--- src/rtl/balance_pid_pipe_if.sv ---
`default_nettype none
// ============================================================================
// Module      : balance_pid_pipe_if
// Description : Bundle between the inertial front end (sample side) and the
//               balance controller, plus the motor speed/direction results.
//               master : pitch/steering source, consumes speed outputs
//               slave  : the balance controller
//   vld, ptch, ld_cell_diff, rider_off, en_steer, pwr_up   master -> slave
//   lft_spd, lft_rev, rght_spd, rght_rev, too_fast, spd_vld slave -> master
// Revision    : 1.0 - initial release
// ============================================================================
interface balance_pid_pipe_if #(
    parameter int PTCH_W = 16,
    parameter int SPD_W  = 11
);
    logic                     vld;
    logic signed [PTCH_W-1:0] ptch;
    logic signed [11:0]       ld_cell_diff;
    logic                     rider_off;
    logic                     en_steer;
    logic                     pwr_up;

    logic [SPD_W-1:0]         lft_spd;
    logic                     lft_rev;
    logic [SPD_W-1:0]         rght_spd;
    logic                     rght_rev;
    logic                     too_fast;
    logic                     spd_vld;

    modport master (
        output vld, ptch, ld_cell_diff, rider_off, en_steer, pwr_up,
        input  lft_spd, lft_rev, rght_spd, rght_rev, too_fast, spd_vld
    );

    modport slave (
        input  vld, ptch, ld_cell_diff, rider_off, en_steer, pwr_up,
        output lft_spd, lft_rev, rght_spd, rght_rev, too_fast, spd_vld
    );
endinterface
`default_nettype wire

--- src/rtl/balance_pid_pipe.sv ---
`default_nettype none
// ============================================================================
// Module      : balance_pid_pipe
// Description : 3-stage pipelined PID balance controller for the segway drive
//               path. Pitch error plus load-cell steering difference become
//               left/right motor speed and direction, gated by a power-up
//               soft-start speed limit.
//   Stage 1 : saturate pitch to ERR_W, P term, D difference, integrator
//   Stage 2 : PID sum, steering split into left/right torque
//   Stage 3 : low-band gain / min-duty shaping, magnitude, clamp, register
// Ports       : clk    - clock
//               rst_n  - asynchronous active-low reset
//               bus    - balance_pid_pipe_if.slave (samples in, speeds out)
// Build macro : INTEG_CLAMP_EN - integrator saturates on overflow instead of
//               holding its previous value.
// Revision    : 1.0 - initial release
// ============================================================================
module balance_pid_pipe #(
    parameter int PTCH_W      = 16,
    parameter int ERR_W       = 10,
    parameter int P_COEFF     = 14,
    parameter int D_COEFF     = 20,
    parameter int D_DEPTH     = 2,
    parameter int I_SHIFT     = 6,
    parameter int LOW_BAND    = 70,
    parameter int GAIN_MULT   = 15,
    parameter int MIN_DUTY    = 980,
    parameter int SPD_W       = 11,
    parameter int TOO_FAST_TH = 1536,
    parameter int RAMP_STEP   = 256
) (
    input  logic                    clk,
    input  logic                    rst_n,
    balance_pid_pipe_if.slave       bus
);

    localparam int TQ_W  = 16;
    localparam int ACC_W = 18;
    localparam int DD_W  = 7;

    localparam logic signed [PTCH_W-1:0] c_err_max = PTCH_W'((2 ** (ERR_W - 1)) - 1);
    localparam logic signed [PTCH_W-1:0] c_err_min = PTCH_W'(-(2 ** (ERR_W - 1)));
    localparam logic signed [ERR_W:0]    c_dd_max  = (ERR_W + 1)'((2 ** (DD_W - 1)) - 1);
    localparam logic signed [ERR_W:0]    c_dd_min  = (ERR_W + 1)'(-(2 ** (DD_W - 1)));
    localparam logic signed [TQ_W-1:0]   c_p_coeff = TQ_W'(P_COEFF);
    localparam logic signed [TQ_W-1:0]   c_d_coeff = TQ_W'(D_COEFF);
    localparam logic signed [TQ_W-1:0]   c_gain    = TQ_W'(GAIN_MULT);
    localparam logic signed [TQ_W-1:0]   c_duty    = TQ_W'(MIN_DUTY);
    localparam logic [TQ_W-1:0]          c_band    = TQ_W'(LOW_BAND);
    localparam logic signed [ACC_W-1:0]  c_acc_max = {1'b0, {(ACC_W - 1){1'b1}}};
    localparam logic signed [ACC_W-1:0]  c_acc_min = {1'b1, {(ACC_W - 1){1'b0}}};
    localparam logic [SPD_W-1:0]         c_spd_max = {SPD_W{1'b1}};
    localparam logic [SPD_W-1:0]         c_fast_th = SPD_W'(TOO_FAST_TH);
    localparam logic [SPD_W:0]           c_ramp_st = (SPD_W + 1)'(RAMP_STEP);

    typedef enum logic [1:0] {
        ST_OFF  = 2'd0,
        ST_SOFT = 2'd1,
        ST_RUN  = 2'd2
    } state_t;

    state_t                    r_state;
    logic [SPD_W-1:0]          r_ramp_lim;
    logic signed [ACC_W-1:0]   r_integ;
    logic signed [ERR_W-1:0]   r_hist [D_DEPTH];

    // Stage registers
    logic                      r_v1;
    logic signed [TQ_W-1:0]    r_p1;
    logic signed [TQ_W-1:0]    r_d1;
    logic signed [TQ_W-1:0]    r_i1;
    logic signed [TQ_W-1:0]    r_steer1;
    logic                      r_v2;
    logic signed [TQ_W-1:0]    r_lft2;
    logic signed [TQ_W-1:0]    r_rght2;

    // Output registers
    logic [SPD_W-1:0]          r_lft_spd;
    logic                      r_lft_rev;
    logic [SPD_W-1:0]          r_rght_spd;
    logic                      r_rght_rev;
    logic                      r_too_fast;
    logic                      r_spd_vld;

    // ------------------------------------------------------------------
    // Control: the whole datapath is held empty whenever power is off or
    // the FSM has not yet left OFF; this also discards in-flight samples.
    // ------------------------------------------------------------------
    logic w_flush;
    logic w_accept;
    logic w_hist_clr;

    assign w_flush    = !bus.pwr_up || (r_state == ST_OFF);
    assign w_accept   = bus.vld && !w_flush;
    assign w_hist_clr = w_flush || bus.rider_off;

    // ------------------------------------------------------------------
    // Stage 1 combinational
    // ------------------------------------------------------------------
    logic signed [ERR_W-1:0]  w_err;
    logic signed [ERR_W:0]    w_ddiff_full;
    logic signed [DD_W-1:0]   w_ddiff;
    logic signed [TQ_W-1:0]   w_err_tq;
    logic signed [TQ_W-1:0]   w_ddiff_tq;
    logic signed [TQ_W-1:0]   w_p;
    logic signed [TQ_W-1:0]   w_d;
    logic signed [TQ_W-1:0]   w_i;
    logic signed [ACC_W-1:0]  w_err_acc;
    logic signed [ACC_W-1:0]  w_integ_sum;
    logic signed [ACC_W-1:0]  w_integ_sat;
    logic signed [ACC_W-1:0]  w_integ_nxt;
    logic                     w_integ_ovf;
    logic signed [11:0]       w_ld_sh;
    logic signed [TQ_W-1:0]   w_steer;

    always_comb begin
        if (bus.ptch > c_err_max) begin
            w_err = c_err_max[ERR_W-1:0];
        end else if (bus.ptch < c_err_min) begin
            w_err = c_err_min[ERR_W-1:0];
        end else begin
            w_err = bus.ptch[ERR_W-1:0];
        end
    end

    // err[n] - err[n-D_DEPTH], one extra bit so the difference cannot wrap
    assign w_ddiff_full = {w_err[ERR_W-1], w_err}
                        - {r_hist[D_DEPTH-1][ERR_W-1], r_hist[D_DEPTH-1]};

    always_comb begin
        if (w_ddiff_full > c_dd_max) begin
            w_ddiff = c_dd_max[DD_W-1:0];
        end else if (w_ddiff_full < c_dd_min) begin
            w_ddiff = c_dd_min[DD_W-1:0];
        end else begin
            w_ddiff = w_ddiff_full[DD_W-1:0];
        end
    end

    assign w_err_tq   = TQ_W'(w_err);
    assign w_ddiff_tq = TQ_W'(w_ddiff);
    assign w_p        = w_err_tq * c_p_coeff;
    assign w_d        = w_ddiff_tq * c_d_coeff;
    // I term uses the accumulator before this sample is added
    assign w_i        = TQ_W'(r_integ >>> I_SHIFT);

    assign w_err_acc   = ACC_W'(w_err);
    assign w_integ_sum = r_integ + w_err_acc;
    // Like-signed operands producing an opposite-signed result
    assign w_integ_ovf = (r_integ[ACC_W-1] == w_err_acc[ACC_W-1])
                      && (w_integ_sum[ACC_W-1] != r_integ[ACC_W-1]);

`ifdef INTEG_CLAMP_EN
    assign w_integ_sat = r_integ[ACC_W-1] ? c_acc_min : c_acc_max;
`else
    assign w_integ_sat = r_integ;
`endif

    assign w_integ_nxt = w_integ_ovf ? w_integ_sat : w_integ_sum;

    assign w_ld_sh = bus.ld_cell_diff >>> 3;
    assign w_steer = bus.en_steer ? TQ_W'(w_ld_sh) : '0;

    // D history and integrator; a clear (rider off / power off) beats vld
    always_ff @(posedge clk or negedge rst_n) begin
        if (!rst_n) begin
            r_integ <= '0;
            for (int i = 0; i < D_DEPTH; i++) begin
                r_hist[i] <= '0;
            end
        end else if (w_hist_clr) begin
            r_integ <= '0;
            for (int i = 0; i < D_DEPTH; i++) begin
                r_hist[i] <= '0;
            end
        end else if (w_accept) begin
            r_integ   <= w_integ_nxt;
            r_hist[0] <= w_err;
            for (int i = 1; i < D_DEPTH; i++) begin
                r_hist[i] <= r_hist[i-1];
            end
        end
    end

    always_ff @(posedge clk or negedge rst_n) begin
        if (!rst_n) begin
            r_v1     <= 1'b0;
            r_p1     <= '0;
            r_d1     <= '0;
            r_i1     <= '0;
            r_steer1 <= '0;
        end else begin
            r_v1 <= w_accept;
            if (w_accept) begin
                r_p1     <= w_p;
                r_d1     <= w_d;
                r_i1     <= w_i;
                r_steer1 <= w_steer;
            end
        end
    end

    // ------------------------------------------------------------------
    // Stage 2: PID sum and steering split
    // ------------------------------------------------------------------
    logic signed [TQ_W-1:0] w_pid;

    assign w_pid = r_p1 + r_d1 + r_i1;

    always_ff @(posedge clk or negedge rst_n) begin
        if (!rst_n) begin
            r_v2    <= 1'b0;
            r_lft2  <= '0;
            r_rght2 <= '0;
        end else begin
            r_v2 <= r_v1 && !w_flush;
            if (r_v1) begin
                r_lft2  <= w_pid - r_steer1;
                r_rght2 <= w_pid + r_steer1;
            end
        end
    end

    // ------------------------------------------------------------------
    // Stage 3: shaping, magnitude and speed limit
    // ------------------------------------------------------------------
    function automatic logic [TQ_W-1:0] f_abs(input logic signed [TQ_W-1:0] t);
        f_abs = t[TQ_W-1] ? TQ_W'(-t) : TQ_W'(t);
    endfunction

    // Small torques get a gain; larger ones get the motor's dead-band offset
    function automatic logic signed [TQ_W-1:0] f_shape(input logic signed [TQ_W-1:0] t);
        if (f_abs(t) >= c_band) begin
            f_shape = t[TQ_W-1] ? (t - c_duty) : (t + c_duty);
        end else begin
            f_shape = t * c_gain;
        end
    endfunction

    // ramp_lim never exceeds the SPD_W maximum, so limiting against it
    // also covers the output-width clamp.
    function automatic logic [SPD_W-1:0] f_spd(input logic signed [TQ_W-1:0] s,
                                               input logic [SPD_W-1:0]      lim);
        logic [TQ_W-1:0] mag;
        mag   = f_abs(s);
        f_spd = (mag > TQ_W'(lim)) ? lim : mag[SPD_W-1:0];
    endfunction

    logic signed [TQ_W-1:0] w_lft_shp;
    logic signed [TQ_W-1:0] w_rght_shp;
    logic [SPD_W-1:0]       w_lft_spd;
    logic [SPD_W-1:0]       w_rght_spd;

    assign w_lft_shp  = f_shape(r_lft2);
    assign w_rght_shp = f_shape(r_rght2);
    assign w_lft_spd  = f_spd(w_lft_shp, r_ramp_lim);
    assign w_rght_spd = f_spd(w_rght_shp, r_ramp_lim);

    always_ff @(posedge clk or negedge rst_n) begin
        if (!rst_n) begin
            r_lft_spd  <= '0;
            r_lft_rev  <= 1'b0;
            r_rght_spd <= '0;
            r_rght_rev <= 1'b0;
            r_too_fast <= 1'b0;
            r_spd_vld  <= 1'b0;
        end else if (w_flush) begin
            r_lft_spd  <= '0;
            r_lft_rev  <= 1'b0;
            r_rght_spd <= '0;
            r_rght_rev <= 1'b0;
            r_too_fast <= 1'b0;
            r_spd_vld  <= 1'b0;
        end else begin
            r_spd_vld <= r_v2;
            if (r_v2) begin
                r_lft_spd  <= w_lft_spd;
                r_lft_rev  <= w_lft_shp[TQ_W-1];
                r_rght_spd <= w_rght_spd;
                r_rght_rev <= w_rght_shp[TQ_W-1];
                r_too_fast <= (w_lft_spd > c_fast_th) || (w_rght_spd > c_fast_th);
            end
        end
    end

    // ------------------------------------------------------------------
    // Soft-start FSM: ramp limit grows one step per speed update until it
    // reaches the full output range. The increment lands on the same edge
    // that publishes the update, so that update still used the old limit.
    // ------------------------------------------------------------------
    logic [SPD_W:0] w_ramp_sum;

    assign w_ramp_sum = {1'b0, r_ramp_lim} + c_ramp_st;

    always_ff @(posedge clk or negedge rst_n) begin
        if (!rst_n) begin
            r_state    <= ST_OFF;
            r_ramp_lim <= '0;
        end else if (!bus.pwr_up) begin
            r_state    <= ST_OFF;
            r_ramp_lim <= '0;
        end else begin
            case (r_state)
                ST_OFF: begin
                    r_state    <= ST_SOFT;
                    r_ramp_lim <= '0;
                end
                ST_SOFT: begin
                    if (r_v2) begin
                        if (w_ramp_sum >= {1'b0, c_spd_max}) begin
                            r_ramp_lim <= c_spd_max;
                            r_state    <= ST_RUN;
                        end else begin
                            r_ramp_lim <= w_ramp_sum[SPD_W-1:0];
                        end
                    end
                end
                ST_RUN: begin
                    r_ramp_lim <= c_spd_max;
                end
                default: begin
                    r_state    <= ST_OFF;
                    r_ramp_lim <= '0;
                end
            endcase
        end
    end

    assign bus.lft_spd  = r_lft_spd;
    assign bus.lft_rev  = r_lft_rev;
    assign bus.rght_spd = r_rght_spd;
    assign bus.rght_rev = r_rght_rev;
    assign bus.too_fast = r_too_fast;
    assign bus.spd_vld  = r_spd_vld;

endmodule
`default_nettype wire

--- src/flat_wrapper.sv ---
// flat-port wrapper written by rule: the top's interface ports become plain ports
module balance_pid_pipe_flat 
#(
    parameter int PTCH_W      = 16,
    parameter int ERR_W       = 10,
    parameter int P_COEFF     = 14,
    parameter int D_COEFF     = 20,
    parameter int D_DEPTH     = 2,
    parameter int I_SHIFT     = 6,
    parameter int LOW_BAND    = 70,
    parameter int GAIN_MULT   = 15,
    parameter int MIN_DUTY    = 980,
    parameter int SPD_W       = 11,
    parameter int TOO_FAST_TH = 1536,
    parameter int RAMP_STEP   = 256
)
  (clk, rst_n, bus_vld, bus_ptch, bus_ld_cell_diff, bus_rider_off, bus_en_steer, bus_pwr_up, bus_lft_spd, bus_lft_rev, bus_rght_spd, bus_rght_rev, bus_too_fast, bus_spd_vld);
  balance_pid_pipe_if #(.PTCH_W(PTCH_W), .SPD_W(SPD_W)) bus_i ();
  input  logic clk;
  input  logic rst_n;
  input wire logic [$bits(bus_i.vld)-1:0] bus_vld;
  input wire logic [$bits(bus_i.ptch)-1:0] bus_ptch;
  input wire logic [$bits(bus_i.ld_cell_diff)-1:0] bus_ld_cell_diff;
  input wire logic [$bits(bus_i.rider_off)-1:0] bus_rider_off;
  input wire logic [$bits(bus_i.en_steer)-1:0] bus_en_steer;
  input wire logic [$bits(bus_i.pwr_up)-1:0] bus_pwr_up;
  output wire logic [$bits(bus_i.lft_spd)-1:0] bus_lft_spd;
  output wire logic [$bits(bus_i.lft_rev)-1:0] bus_lft_rev;
  output wire logic [$bits(bus_i.rght_spd)-1:0] bus_rght_spd;
  output wire logic [$bits(bus_i.rght_rev)-1:0] bus_rght_rev;
  output wire logic [$bits(bus_i.too_fast)-1:0] bus_too_fast;
  output wire logic [$bits(bus_i.spd_vld)-1:0] bus_spd_vld;
  assign bus_i.vld = bus_vld;
  assign bus_i.ptch = bus_ptch;
  assign bus_i.ld_cell_diff = bus_ld_cell_diff;
  assign bus_i.rider_off = bus_rider_off;
  assign bus_i.en_steer = bus_en_steer;
  assign bus_i.pwr_up = bus_pwr_up;
  assign bus_lft_spd = bus_i.lft_spd;
  assign bus_lft_rev = bus_i.lft_rev;
  assign bus_rght_spd = bus_i.rght_spd;
  assign bus_rght_rev = bus_i.rght_rev;
  assign bus_too_fast = bus_i.too_fast;
  assign bus_spd_vld = bus_i.spd_vld;
  balance_pid_pipe #(.PTCH_W(PTCH_W), .ERR_W(ERR_W), .P_COEFF(P_COEFF), .D_COEFF(D_COEFF), .D_DEPTH(D_DEPTH), .I_SHIFT(I_SHIFT), .LOW_BAND(LOW_BAND), .GAIN_MULT(GAIN_MULT), .MIN_DUTY(MIN_DUTY), .SPD_W(SPD_W), .TOO_FAST_TH(TOO_FAST_TH), .RAMP_STEP(RAMP_STEP)) u_core (.clk(clk), .rst_n(rst_n), .bus(bus_i));
endmodule
--- config.mk ---
export PLATFORM = sky130hd
export DESIGN_NAME = balance_pid_pipe_flat
export DESIGN_NICKNAME = d
export VERILOG_FILES = /design/src/rtl/balance_pid_pipe_if.sv /design/src/rtl/balance_pid_pipe.sv /design/src/flat_wrapper.sv
export SDC_FILE = /design/constraint.sdc
export NUM_CORES = 1
export LEC_CHECK = 0
export BUFFER_PORTS_ARGS = -buffer_cell sky130_fd_sc_hd__buf_2
export CORE_MARGIN = 4
export CORE_UTILIZATION = 40
export CTS_CLUSTER_SIZE = 8
export DETAILED_ROUTE_END_ITERATION = 16
export PLACE_DENSITY_LB_ADDON = 0.15
export SETUP_SLACK_MARGIN = 0.05
export SLEW_MARGIN = 20
export SYNTH_ARGS = -nofsm -noshare
export SYNTH_HDL_FRONTEND = slang
export SYNTH_SLANG_ARGS = --single-unit
--- constraint.sdc ---
create_clock -name clk -period 7.5 [get_ports clk]
set_clock_uncertainty 0.15 [all_clocks]
set_input_delay 1.125 -clock clk [delete_from_list [all_inputs] [get_ports clk]]
set_output_delay 1.125 -clock clk [all_outputs]
set_load 0.005 [all_outputs]
; ---- Word-level counts from Yosys, hierarchy flattened
; Index checks and enable logic that the tools add are counted.
[totals]
reg_bits = 168
inputBits = 34
[op_classes]
n_addsub = 15
mul = 4
order_cmp = 11
n_eq_ne = 8
mux = 39
reduce_logical = 13
[op_table]
columns = op, count
row1 = 16-bit two-way mux, 9
row2 = 11-bit two-way mux, 9
row3 = 16-bit negator, 4
row4 = 18-bit two-way mux, 3
row5 = 20-bit two-way mux, 2
row6 = "16-bit by 11-bit adder with 16-bit output, second input constant", 2
row7 = 16-bit adder, 2
row8 = "16-bit by 7-bit >= comparator with 1-bit output, second input constant", 2
row9 = 16-bit by 11-bit greater-than comparator with 1-bit output, 2
row10 = "16-bit by 5-bit multiplier with 16-bit output, second input constant", 2
row11 = "16-bit by 11-bit subtractor with 16-bit output, second input constant", 2
row12 = "11-bit greater-than comparator, second input constant", 2
row13 = 11-bit one-hot mux with 2 select lines, 1
row14 = 10-bit two-way mux, 2
row15 = 18-bit by 10-bit adder with 18-bit output, 1
row16 = 16-bit by 12-bit adder with 16-bit output, 1
row17 = "16-bit by 10-bit greater-than comparator with 1-bit output, second input constant", 1
row18 = "16-bit by 10-bit less-than comparator with 1-bit output, second input constant", 1
row19 = 16-bit subtractor, 1
row20 = "10-bit by 4-bit multiplier with 14-bit output, second input constant", 1
row21 = 7-bit two-way mux, 2
row22 = "11-bit by 9-bit adder with 12-bit output, second input constant", 1
row23 = "12-bit by 11-bit >= comparator with 1-bit output, second input constant", 1
row24 = "11-bit by 7-bit greater-than comparator with 1-bit output, second input constant", 1
row25 = 20 further kinds, 35

; ---- Longest topological paths before layout
[depth]
word_depth = 12
mapped_depth = 35
depth_no_buf = 31

; ---- Worst setup path before layout
; Ideal clock, no wire load.
[synth_path]
path_type = register to register
startpoint = register u_core.r_rght2[2]
endpoint = register u_core.r_rght_spd[4] (netlist: u_core.bus.rght_spd[4])
setup_time_ns = 0.132
arrival_time_ns = 6.279
required_ns = 7.218
slack_ns = 0.939
stages_incl_launch_ff = 34
path_buffers = 3
cell_sequence = dfrtp_1 > buf_2 > inv_1 > ha_1 > fa_1 > inv_1 > fa_1 > inv_1 > ha_1 > nand3_1 > a21oi_1 > nor4_1 > o41a_1 > nand2_1 > nor3_4 > or2_2 > buf_6 > nor2_1 > xnor2_1 > ha_1 > nor2b_1 > o21a_1 > o21ai_0 > nand2b_1 > a21oi_1 > nor2b_1 > o211ai_1 > a21oi_1 > a311oi_2 > o211ai_4 > buf_6 > mux2_1 > mux2i_1 > nor2_1
[synth_via]
elab_chain_cells = 10
word_cells_on_any_way = 14
[synth_rtl]
columns = element, line_no
row1 = from (decl), balance_pid_pipe.sv:75  ; logic signed [TQ_W-1:0] r_rght2;
row2 = from (signal assigned), balance_pid_pipe.sv:219  ; r_rght2 <= w_pid + r_steer1;
row3 = 16-bit negator, balance_pid_pipe.sv:228  ; f_abs = t[TQ_W-1] ? TQ_W'(-t) : TQ_W'(t);
row4 = 16-bit two-way mux, balance_pid_pipe.sv:228
row5 = 16-bit by 7-bit >= comparator with 1-bit output, balance_pid_pipe.sv:233  ; if (f_abs(t) >= c_band) begin
row6 = 16-bit two-way mux (*), balance_pid_pipe.sv:233
row7 = 16-bit negator, balance_pid_pipe.sv:228
row8 = 16-bit two-way mux (*), balance_pid_pipe.sv:228
row9 = 16-bit by 11-bit greater-than comparator with 1-bit output, balance_pid_pipe.sv:246  ; f_spd = (mag > TQ_W'(lim)) ? lim : mag[SPD_W-1:0];
row10 = 11-bit two-way mux (*), balance_pid_pipe.sv:246
row11 = 11-bit two-way mux (*), balance_pid_pipe.sv:276  ; if (r_v2) begin
row12 = 11-bit two-way mux (*), balance_pid_pipe.sv:267  ; end else if (w_flush) begin
row13 = to (signal assigned), balance_pid_pipe.sv:279  ; r_rght_spd <= w_rght_spd;
row14 = to (decl), balance_pid_pipe.sv:80  ; logic [SPD_W-1:0] r_rght_spd;
; Every way passes the cells marked *; elsewhere a longest branch is shown, timed or not. The select of a mux whose other input is x is not followed.
; A chain may end at the register's enable or synchronous reset.

; ---- Worst setup path after layout
[layout_path]
startpoint = register u_core.r_rght2[3]
endpoint = register u_core.r_too_fast (netlist: u_core.bus.too_fast)
[layout_via]
elab_chain_cells = 12
word_cells_on_any_way = 16
[layout_rtl]
columns = element, line_no
row1 = 16-bit negator, balance_pid_pipe.sv:228
row2 = 16-bit two-way mux, balance_pid_pipe.sv:228
row3 = 16-bit by 7-bit >= comparator with 1-bit output, balance_pid_pipe.sv:233
row4 = 16-bit two-way mux (*), balance_pid_pipe.sv:233
row5 = 16-bit negator, balance_pid_pipe.sv:228
row6 = 16-bit two-way mux (*), balance_pid_pipe.sv:228
row7 = 16-bit by 11-bit greater-than comparator with 1-bit output, balance_pid_pipe.sv:246
row8 = 11-bit two-way mux (*), balance_pid_pipe.sv:246
row9 = 11-bit greater-than comparator (*), balance_pid_pipe.sv:281  ; r_too_fast <= (w_lft_spd > c_fast_th) || (w_rght_spd > c_fast_th);
row10 = 1-bit logical OR (*), balance_pid_pipe.sv:281
row11 = 1-bit two-way mux (*), balance_pid_pipe.sv:276
row12 = 1-bit two-way mux (*), balance_pid_pipe.sv:267
row13 = to (signal assigned), balance_pid_pipe.sv:281
row14 = to (decl), balance_pid_pipe.sv:82  ; logic r_too_fast;
; Marked as above.

==> impl_metrics.json <==
{
  "outcome": "finished clean",
  "syn_area_um2": 17500,
  "slew_viol_final": 0,
  "pre_cts_ws_ns": 0.192,
  "ys_ff_latch": 149,
  "drc": 0,
  "core_area_um2": 43100,
  "slowest_stage": "dfrtp_1",
  "dp_hpwl_um": 35200,
  "path_common_cell": "ha_1",
  "multi_input_area_um2": 12800,
  "seqCellArea_um2": 3730,
  "area_delta_synth_final_pct": 10.2,
  "hold_violations": 0,
  "nets": 2383,
  "wl_per_cell_um": 16.7,
  "drt_iter0_markers": 656,
  "clock.fmax_ghz": 0.141,
  "path_class": "reg -> reg",
  "rsz0062_at_grt": "true",
  "drt_pre_antenna_iters": 5,
  "cpPeakStageDelay_ns": 0.51,
  "cts_sinks": 149,
  "maxCapViolations": 0,
  "htree_levels": 4,
  "std_cell_rows": 76,
  "ys.flop_type": "dfrtp_1",
  "cts_tree": "done",
  "fill_cells": 4246,
  "path_clk_slew_ns": 0.07,
  "port_buffers": 56,
  "gp_congestion": 0.866,
  "worst_pin_slew_ns": 0.984,
  "synth-warning-count": 0,
  "crit_required_ns": 7.68,
  "finalInstanceArea_um2": 19200,
  "chipHeight_um": 217,
  "relSlewSlack_pct": 34.4,
  "worst_slack_ns": 0.385,
  "ant_nets": 0,
  "synth_edf_count": 0,
  "vias": 14400,
  "clockRootBuffer": "clkbuf_16",
  "min_period_ns": 7.11,
  "finalCritPeriodShare_pct": 94.9,
  "synthArstFlopShare_pct": 100,
  "synth_cells": 1972,
  "vias_per_cell": 5.44,
  "grt_max_degree": 96,
  "avgSynthCellArea_um2": 8.86,
  "routed_wl_um": 44000,
  "cts_buffer_depth": 2,
  "grt_usage_pct": 18.9,
  "clk_latency_ns": 0.45,
  "worst_setup_path_end_kind": "register",
  "grt-ovfl-total": 0,
  "start_util_pct": 40.6,
  "final-setup-viol-count": 0,
  "cp-start-kind": "register",
  "hp-class": "reg -> reg",
  "antenna_found_initial": 0,
  "synth-seq-area-share_pct": 21.3,
  "crit_arrival_ns": 7.30,
  "numCtsBuffers": 17,
  "grt_pass1_vias": 14600,
  "die_w_um": 217,
  "post_dp_cell_area_um2": 18500,
  "synth.distinct_cells": 96,
  "rrSetupSlack_ns": 0.39,
  "layout-drive-gt1-share_pct": 10.9,
  "grt_pass1_wl_um": 73500,
  "die_area_um2": 47100,
  "syn_nets": 2316,
  "io_pins": 60,
  "crit_fanout": 13,
  "fin_setup_tns_ns": 0
}
## placed cells by master (no fill, tap or decap), types with 55 or more instances in the layout
master   instances
a21oi_1        128
buf_2           55
dfrtp_1        146
fa_1            73
ha_1           237
inv_1          174
nand2_1        130
nor2_1         127
o21ai_0        132
xnor2_1        103
## cell type report
type                            count  share of cell area, %
Tap cell                          585                   3.80
Clock buffer                       17                   2.21
Clock inverter                     15                  0.943
Sequential cell                   149                   19.4
Inverter                          176                   3.43
Timing Repair Buffer              106                   3.44
Multi-Input combinational cell   1589                   66.8
Antenna cell                        1                 0.0130
## what timing repair did
item / in CTS / in global routing
setup buffers: 0 / 4
hold buffers: 0 / 0
endpoints found under the hold margin: 0 / 0
setup endpoints to repair: 0 / 22
gates resized for setup: 0 / 11
## per-stage QoR
step / cells / hold WS, ns / utilization [%]
floorplan: 1972 / 0.300 / -
global placement: 2601 / 0.312 / 43.1
detailed placement: 2601 / 0.322 / 43.1
CTS: 2633 / 0.338 / 44.5
global route: 2637 / 0.370 / 44.7
finish: 2638 / 0.341 / 44.7
## state kept, by name, summed over array words and instances, names as in the netlist, 9 cells and up
signal / flops
u_core.r_hist: 20
u_core.r_p1: 14
u_core.r_integ: 18
u_core.r_d1: 11
u_core.r_rght2: 16
u_core.r_lft2: 15
u_core.bus.lft_spd: 11
u_core.r_steer1: 9
u_core.r_i1: 12
u_core.bus.rght_spd: 11
## cells in the mapped netlist (all sizes together), types with 28 or more instances
master	count	area [µm²]
ha	237	2970
o21ai	135	676
nand2	131	492
mux2i	47	470
inv	175	657
nand3	45	225
mux2	33	394
clkbuf	30	113
buf	28	181
xor2	42	368
fa	73	1460
dfrtp	149	3730
a21o	34	255
nor2b	29	181
a211oi	31	233
xnor2	103	902
a21oi	132	668
nor2	128	480
## critical path: cells and delay by family (launching register included)
kind | cells | cell delay (ns)
DFF | 1 | 0.51
xor gates and xnor gates | 1 | 0.21
adders and majority gates | 5 | 1.94
AOI/OAI and AO/OA | 13 | 2.70
buffers and inverters | 1 | 0.13
and+or+nand+nor | 8 | 1.35
## logic make-up (layout without fill, tap and decap cells)
family,count (synthesis),in the layout,synth area share [%]
multiplexers,80,80,4.95
buffers and inverters,234,314,5.47
flip-flops,149,149,21.3
XOR/XNOR,146,146,7.40
other,0,1,0
adder cells (fa/ha/maj),310,310,25.3
AND/OR/NAND/NOR,516,516,15.2
AO/OA/AOI/OAI,537,537,20.3
## path summary, 6_finish.rpt
path | start | to | cells past startpoint
hold / removal | u_core.r_hist[11] | u_core.r_hist[11] | 2
min in group asynchronous | rst_n | u_core.r_rght2[1] | 1
hold reg to reg | u_core.r_hist[11] | u_core.r_hist[11] | 2
setup reg to reg | u_core.r_rght2[3] | u_core.bus.too_fast | 28
setup / recovery | u_core.r_rght2[3] | u_core.bus.too_fast | 28
max in group asynchronous | rst_n | u_core.r_lft2[4] | 2
## layer usage
metal | track usage [%] | vias up | part of all wire [%]
met2 | 34.0 | 222 | 49
li1 | - | 7173 | -
met5 | 0 | - | 0
met3 | 2.65 | 45 | 2.8
met1 | 23.8 | 6917 | 46
met4 | 5.11 | 0 | 2.1
Power is left out: the tool's default activity adds up to more than one toggle a clock period on the data nets, which glitch-free logic cannot reach.
